File: src/rtl/pulse_delay_pkg.sv
// pulse_delay_pkg
// Shared types and constants for the programmable trigger-to-pulse scheduler:
// the FSM state encoding, the config register reset values, the width of the
// missed-trigger counter and its saturating increment helper.
package pulse_delay_pkg;

   typedef enum logic [1:0] {
      IDLE  = 2'd0,
      DELAY = 2'd1,
      PULSE = 2'd2,
      HOLD  = 2'd3
   } state_e;

   localparam int DLY_RST = 0;
   localparam int WID_RST = 1;
   localparam int MISS_W  = 8;

   // Increment that sticks at all-ones instead of wrapping.
   function automatic logic [MISS_W-1:0] sat_inc(input logic [MISS_W-1:0] v);
      logic [MISS_W-1:0] r;
      if (v == {MISS_W{1'b1}}) begin
         r = v;
      end else begin
         r = v + MISS_W'(1);
      end
      return r;
   endfunction

endpackage

File: src/rtl/rise_edge_det.sv
// rise_edge_det
// Rising-edge detector for a signal already synchronous to i_clk.
// Ports:
//   i_clk   - clock
//   i_rst_n - asynchronous active-low reset (history flop clears to 0, so a
//             signal already high at reset release reads as an edge)
//   i_sig   - level input
//   o_edge  - high in the cycle where i_sig is 1 and was 0 on the previous clock
module rise_edge_det (
   input  logic i_clk,
   input  logic i_rst_n,
   input  logic i_sig,
   output logic o_edge
);

   logic r_sig_q;

   // History flop holding last cycle's level.
   always_ff @(posedge i_clk or negedge i_rst_n) begin
      if (!i_rst_n) begin
         r_sig_q <= 1'b0;
      end else begin
         r_sig_q <= i_sig;
      end
   end

   assign o_edge = i_sig & ~r_sig_q;

endmodule

File: src/rtl/pulse_delay_ctrl.sv
// pulse_delay_ctrl
// Detects the rising edge of a trigger, waits a programmable number of clocks,
// emits a pulse of programmable width, then enforces a fixed hold-off.
// Triggers arriving while busy are dropped and counted.
// Ports:
//   i_clk, i_rst_n           - clock, asynchronous active-low reset
//   i_trig_in                - trigger level (rising edges act)
//   i_cfg_wr                 - strobe loading i_cfg_delay / i_cfg_width
//   i_cfg_delay, i_cfg_width - delay and pulse width in clocks (width 0 -> 1)
//   i_miss_clr               - synchronous clear of o_miss_cnt
//   o_pulse_out              - delayed pulse, straight from a flop
//   o_busy                   - high whenever the scheduler is not idle
//   o_cfg_ack                - one-cycle acknowledge of an accepted write
//   o_miss_cnt               - saturating count of triggers ignored while busy
module pulse_delay_ctrl
   import pulse_delay_pkg::*;
#(
   parameter int CNT_W   = 8,
   parameter int HOLDOFF = 2
) (
   input  logic              i_clk,
   input  logic              i_rst_n,
   input  logic              i_trig_in,
   input  logic              i_cfg_wr,
   input  logic [CNT_W-1:0]  i_cfg_delay,
   input  logic [CNT_W-1:0]  i_cfg_width,
   input  logic              i_miss_clr,
   output logic              o_pulse_out,
   output logic              o_busy,
   output logic              o_cfg_ack,
   output logic [MISS_W-1:0] o_miss_cnt
);

   logic              w_edge;
   state_e            r_state;
   logic [CNT_W-1:0]  r_cnt;
   logic [CNT_W-1:0]  r_delay;
   logic [CNT_W-1:0]  r_width;
   logic              r_pulse;
   logic              r_ack;
   logic [MISS_W-1:0] r_miss;

   rise_edge_det u_trig_edge (
      .i_clk   (i_clk),
      .i_rst_n (i_rst_n),
      .i_sig   (i_trig_in),
      .o_edge  (w_edge)
   );

   // Scheduler FSM with its down-counter, config registers and the
   // registered pulse/ack outputs. Config only changes in IDLE, so a pulse
   // in flight always sees the values latched through the counter loads.
   always_ff @(posedge i_clk or negedge i_rst_n) begin
      if (!i_rst_n) begin
         r_state <= IDLE;
         r_cnt   <= {CNT_W{1'b0}};
         r_delay <= CNT_W'(DLY_RST);
         r_width <= CNT_W'(WID_RST);
         r_pulse <= 1'b0;
         r_ack   <= 1'b0;
      end else begin
         r_ack <= 1'b0;
         case (r_state)
            IDLE: begin
               if (w_edge) begin
                  // A trigger beats a coincident write; old values are used.
                  if (r_delay != {CNT_W{1'b0}}) begin
                     r_state <= DELAY;
                     r_cnt   <= r_delay - CNT_W'(1);
                     r_pulse <= 1'b0;
                  end else begin
                     r_state <= PULSE;
                     r_cnt   <= r_width - CNT_W'(1);
                     r_pulse <= 1'b1;
                  end
               end else if (i_cfg_wr) begin
                  r_delay <= i_cfg_delay;
                  r_width <= (i_cfg_width == {CNT_W{1'b0}}) ? CNT_W'(1) : i_cfg_width;
                  r_ack   <= 1'b1;
                  r_pulse <= 1'b0;
               end else begin
                  r_pulse <= 1'b0;
               end
            end
            DELAY: begin
               if (r_cnt != {CNT_W{1'b0}}) begin
                  r_cnt <= r_cnt - CNT_W'(1);
               end else begin
                  r_state <= PULSE;
                  r_cnt   <= r_width - CNT_W'(1);
                  r_pulse <= 1'b1;
               end
            end
            PULSE: begin
               if (r_cnt != {CNT_W{1'b0}}) begin
                  r_cnt <= r_cnt - CNT_W'(1);
               end else if (HOLDOFF == 0) begin
                  r_state <= IDLE;
                  r_pulse <= 1'b0;
               end else begin
                  r_state <= HOLD;
                  r_cnt   <= CNT_W'(HOLDOFF - 1);
                  r_pulse <= 1'b0;
               end
            end
            HOLD: begin
               if (r_cnt != {CNT_W{1'b0}}) begin
                  r_cnt <= r_cnt - CNT_W'(1);
               end else begin
                  r_state <= IDLE;
               end
            end
            default: begin
               r_state <= IDLE;
               r_cnt   <= {CNT_W{1'b0}};
               r_pulse <= 1'b0;
            end
         endcase
      end
   end

   // Missed-trigger counter; a clear takes priority over a same-cycle miss.
   always_ff @(posedge i_clk or negedge i_rst_n) begin
      if (!i_rst_n) begin
         r_miss <= {MISS_W{1'b0}};
      end else if (i_miss_clr) begin
         r_miss <= {MISS_W{1'b0}};
      end else if (w_edge && (r_state != IDLE)) begin
         r_miss <= sat_inc(r_miss);
      end else begin
         r_miss <= r_miss;
      end
   end

   assign o_pulse_out = r_pulse;
   assign o_busy      = (r_state != IDLE);
   assign o_cfg_ack   = r_ack;
   assign o_miss_cnt  = r_miss;

endmodule

File: config.mk
export PLATFORM = sky130hd
export DESIGN_NAME = pulse_delay_ctrl
export DESIGN_NICKNAME = d
export VERILOG_FILES = /design/src/rtl/pulse_delay_pkg.sv /design/src/rtl/rise_edge_det.sv /design/src/rtl/pulse_delay_ctrl.sv
export SDC_FILE = /design/constraint.sdc
export NUM_CORES = 1
export LEC_CHECK = 0
export BUFFER_PORTS_ARGS = -buffer_cell sky130_fd_sc_hd__buf_2
export CELL_PAD_IN_SITES_DETAIL_PLACEMENT = 1
export CELL_PAD_IN_SITES_GLOBAL_PLACEMENT = 2
export CORE_MARGIN = 8
export CORE_UTILIZATION = 38
export CTS_BUF_LIST = sky130_fd_sc_hd__clkbuf_8
export DETAILED_ROUTE_END_ITERATION = 10
export PLACE_DENSITY = 0.84
export SETUP_SLACK_MARGIN = 0.02
export SLEW_MARGIN = 20
export SYNTH_ARGS = -nofsm -noshare
export SYNTH_HDL_FRONTEND = slang
export SYNTH_SLANG_ARGS = --single-unit
File: constraint.sdc
create_clock -name i_clk -period 4.8 [get_ports i_clk]
set_clock_uncertainty 0.05 [all_clocks]
set_input_delay 0.72 -clock i_clk [delete_from_list [all_inputs] [get_ports i_clk]]
set_output_delay 0.72 -clock i_clk [all_outputs]
set_load 0.02 [all_outputs]
### Word-level counts from Yosys, hierarchy flattened

Index checks and enable logic that the tools add are counted.

| word-level totals | value |
|---|---|
| flip-flop bits (word level) | 37 |
| output and inout port bits | 11 |
| logic and storage cells | 62 |

| operators by class | value |
|---|---|
| muxes and demuxes | 24 |
| equality and inequality tests | 10 |
| $add $sub $neg | 4 |
| reductions and logical operators | 13 |
| bitwise gates (word level) | 3 |

Operators with widths:

| cell | number |
|---|---|
| two-way mux 8 bit | 9 |
| one-hot mux 8 bit (4 select lines) | 1 |
| subtractor 8 x 1 -> 8 bit (second input constant) | 3 |
| nonzero test 8 bit | 2 |
| != test 2 bit (second input constant) | 6 |
| two-way mux 2 bit | 5 |
| adder 8 x 1 -> 8 bit (second input constant) | 1 |
| == test 8 bit (second input constant) | 1 |
| zero test 8 bit | 1 |
| one-hot mux 2 bit (4 select lines) | 1 |
| two-way mux 1 bit | 7 |
| AND reduction 3 bit | 2 |
| == test 2 bit (second input constant) | 2 |
| AND reduction 2 bit | 2 |
| AND reduction 4 bit | 1 |
| nonzero test 2 bit | 2 |
| one-hot mux 1 bit (3 select lines) | 1 |
| nonzero test 3 bit | 1 |
| == test 2 x 1 -> 1 bit (second input constant) | 1 |
| zero test 2 bit | 1 |
| inverter 1 bit | 2 |
| bitwise AND 1 bit | 1 |
| logical AND 1 bit | 1 |

### Depth between registers and ports, before layout

| logic depth | value |
|---|---|
| depth after elaboration | 5 |
| mapped depth | 7 |
| gate-level depth less buffers | 7 |

### Modules after synthesis

Synthesis repeated with hierarchy kept, for this count alone.

| unflattened totals | value |
|---|---|
| cell total of the unflattened synthesis | 228 |
| area, all modules | 2197.1 um^2 |

By module, submodules not included:

| module | area an instance (um^2) | instances | seq. area each (um^2) | cells an instance |
|---|---|---|---|---|
| pulse_delay_ctrl | 2158.3 | 1 | 902.1 | 226 |
| rise_edge_det | 38.8 | 1 | 25.0 | 2 |

### Worst setup path before layout

OpenSTA, ideal clock, no wires.

| path | value |
|---|---|
| path kind | input to register |
| start | in i_trig_in |
| end | reg r_delay[0] |
| data required time | 4625 ps |
| setup time | 125 ps |
| path slack | 2867 ps |
| data arrival time | 1758 ps |
| buffers on the path | 1 |
| stages | 5 |
| path through | nand2b_1 > and2_1 > nand2_1 > buf_2 > mux2_2 |

| between the ends | value |
|---|---|
| longest elaborated chain between the ends | 3 |

RTL lines:

| what | RTL line | RTL |
|---|---|---|
| start: declaration | pulse_delay_ctrl.sv:23 | `input logic i_trig_in,` |
| bitwise AND 1 bit | rise_edge_det.sv:27 | `assign o_edge = i_sig & ~r_sig_q;` |
| inverter 1 bit (no source line) | -- |  |
| AND reduction 3 bit (no source line) | -- |  |
| end signal: assignment | pulse_delay_ctrl.sv:57 | `r_delay <= CNT_W'(DLY_RST);` |
| end signal: assignment | pulse_delay_ctrl.sv:77 | `r_delay <= i_cfg_delay;` |
| end: declaration | pulse_delay_ctrl.sv:37 | `logic [CNT_W-1:0] r_delay;` |

No other way between the ends.
A chain may end at the register's enable or synchronous reset.

### Final worst setup path

| path | value |
|---|---|
| start | reg r_state[1] |
| end | out o_busy |

| between the ends | value |
|---|---|
| longest elaborated chain between the ends | 1 |

RTL lines:

| what | RTL line | RTL |
|---|---|---|
| start: declaration | pulse_delay_ctrl.sv:35 | `state_e r_state;` |
| start signal: assignment | pulse_delay_ctrl.sv:55 | `r_state <= IDLE;` |
| start signal: assignment | pulse_delay_ctrl.sv:68 | `r_state <= DELAY;` |
| start signal: assignment | pulse_delay_ctrl.sv:72 | `r_state <= PULSE;` |
| nonzero test 2 bit | pulse_delay_ctrl.sv:136 | `assign o_busy = (r_state != IDLE);` |
| end: declaration | pulse_delay_ctrl.sv:29 | `output logic o_busy,` |

No other way between the ends.

==> metrics <==
Startpoint Class=flip-flop; P per Cell Area=630 mW/mm^2; relative max-transition margin=0.439; total CTS buffers=5; Die Ht=roughly 93 um; DR pass1 iterations=4; Die ar.=0.00872 mm^2; Horiz. Die Dim=93.4 um; vias=1820; setup repair after global routing missed its margin=false; Initial Util=0.389; Post-Syn Instances=226; first-pass GRT wire length=between 9 and 10 mm; hpwl dp=4.22 mm; Async S/R FF share, synth=1.00; Antenna Nets Post-Route=0; TritonCTS clock tree=yes; Post-Synth Adder-Cell Area=0.0550; total grt overflow=0; critical path type=flip-flop to primary output; layout cell share with drive strength beyond 1=0.265; Max Fclk=371 MHz; Root Driver=clkbuf_8; Top Family by Delay on Critical Path=buffers and inverters; CP bufs+invs=3; Final Setup Violations=0; syn avg cell area=10.1 um^2; Synth Area in Compound Gates=0.160; port bufs=31; CTS sink count=37; WHS=473 ps; CP max-delay cell=ha_1; mux contribution to synthesized area=0.0875; DRC violations left=0; Synthesized Nets=257; LEAKAGE=1.13 nW; core footprint=0.00585 mm^2; Setup TNS=0 ps; CP Cell Sequence=inv_1 -> ha_1 -> clkinv_1 -> buf_2; top cell type by total area after synthesis=dfrtp_1; CP arrival=1930 ps; slowest stage delay, CP=440 ps; initial antenna violation count=0; crit share post-route=0.562; CP required=4030 ps; drt wl/cell=between 15 and 20 um; DR iter-0 viols=39; dpl cell area=0.00248 mm^2; # diodes=0; Worst Path Max Fanout=13; count of different cell masters after synthesis=54; XOR/XNOR Fraction of Synth Area=0.0539; largest net degree at the start of global routing=38; main combinational cell family by area after synthesis=simple AND/OR/NAND/NOR gates; synth cell count leaders=dfrtp_1 (36), nor2_1 (21), mux2_2 (15), inv_1 (12), o21ai_0 (12); vias in the first global route=just under 2k; worst-margin pin slew=around 840 ps; Seq/Total Area, Yosys=0.408; outcome=finished, final reports clean; Synth top area share=0.396; Slew Viols, Final=0; GPL Wtd Cong=0.781; vias per cell=5.43; Routed WL=5.58 mm; I/O Pins=32; clk buf depth=2; PostCTS Resize Cnt=0; GRT Overall Usage=0.137; later-pin clock latency in the skew report=between 200 and 300 ps; Post-Syn Area=0.00227 mm^2; synth warn=0; Simple-Gate Fraction of Synth Area=0.197; flops & latches, synth=37; row cnt=28; Reg clk slew, reported paths=80 ps; top-count cell post-synth=dfrtp_1; Syn-to-layout area delta=14.5%; endpoints failing hold=0; largest cells by area after synthesis=dfrtp_1 (40%), mux2_2 (7.4%), ha_1 (5.5%); max-cap check violation count=0; VDD IR-drop max=between 200 and 300 uV; # hold bufs at CTS=0; design area=0.00261 mm^2; Post-CTS Setup Bufs=0; Max H-tree Level=2; Tmin final=2700 ps; Post-synth EDFFs=0; nets=between 200 and 300; FILL cells=669; CP Capture Type=primary output; Hold Crit Class=input pin to asynchronous set/reset pin; Primary FF master, synth=dfrtp_1
## worst paths after layout
path / from / end / slack (ps) / cells after the start
worst max-delay path: r_state[1] / o_busy / 2100 / 4
worst max register to register: r_state[1] / r_width[3] / 2470 / 5
worst min-delay path: i_rst_n / o_cfg_ack / 470 / 1
worst min register to register: r_cnt[3] / r_cnt[3] / 500 / 1
max in group asynchronous: i_rst_n / r_cnt[1] / 3690 / 1
min in group i_clk: r_cnt[3] / r_cnt[3] / 500 / 1
## flip-flops by register name, summed over array words and instances, names as in the netlist
name / flops
o_cfg_ack: 1
o_miss_cnt: 8
o_pulse_out: 1
r_cnt: 8
r_delay: 8
r_state: 2
r_width: 8
u_trig_edge.r_sig_q: 1
## metal layers
metal / up-vias / wire length, um / GRT usage
met5: - / 0 / 0
met2: 35 / 2500 / 0.207
met4: 0 / 89 / 0.0456
met1: 882 / 2800 / 0.191
li1: 895 / - / -
met3: 8 / 196 / 0.0264
## per-stage QoR
stage          instances  worst slack, ps  utilization  total power [mW]
4_1_cts              335             2100        0.445              1.66
6_report             335             2100        0.445              1.64
5_1_grt              335             1950        0.445              1.78
3_5_place_dp         327             2420        0.425              1.36
3_3_place_gp         327             2450        0.425              1.34
2_1_floorplan        226             2870            -              1.16
## logic make-up after synthesis
group	Yosys count
AND/OR/NAND/NOR	77
flip-flops	37
AO/OA/AOI/OAI	52
buffers and inverters	18
adder cells (fa/ha/maj)	10
multiplexers	18
XOR/XNOR	14
## placed cells by master, fill, tap and decap left out, types with 2 or more instances in the layout
cell type  count
nor2_1        21
nor4_2         3
a21oi_1        8
o21ai_0       12
nor3b_1        3
xor2_1         8
dfrtp_1       36
nor3_1         8
o21ai_1        3
o211ai_1       4
clkbuf_8       6
or4_1          3
inv_1         12
nor4b_1        2
a22o_1         4
or3_1          6
nand2_1       10
a31oi_1        3
xnor2_1        6
or4_4          2
nand3_1        6
ha_1          10
mux2i_1        3
nor4_1         3
mux2_2        15
a21o_1         2
o22a_1         2
o21a_1         2
nor2b_1        2
buf_2         31
## final cells by class
| type | count | area [um^2] | area share |
|---|---|---|---|
| clock inverter | 2 | 37.5 | 0.0144 |
| tap | 75 | 93.8 | 0.0360 |
| timing repair buffer | 31 | 155 | 0.0596 |
| clock buffer | 6 | 82.6 | 0.0317 |
| inverter | 13 | 48.8 | 0.0187 |
| sequential | 37 | 927 | 0.356 |
| multi-input combinational | 171 | 1260 | 0.484 |
## power breakdown
group / switching, mW / leakage (nW) / internal, mW
Clock: 0.119 / 0.0574 / 0.169
Combinational: 0.427 / 0.616 / 0.342
Sequential: 0.151 / 0.460 / 0.434
Total: 0.697 / 1.13 / 0.945
(Power assumes the default switching activity.)
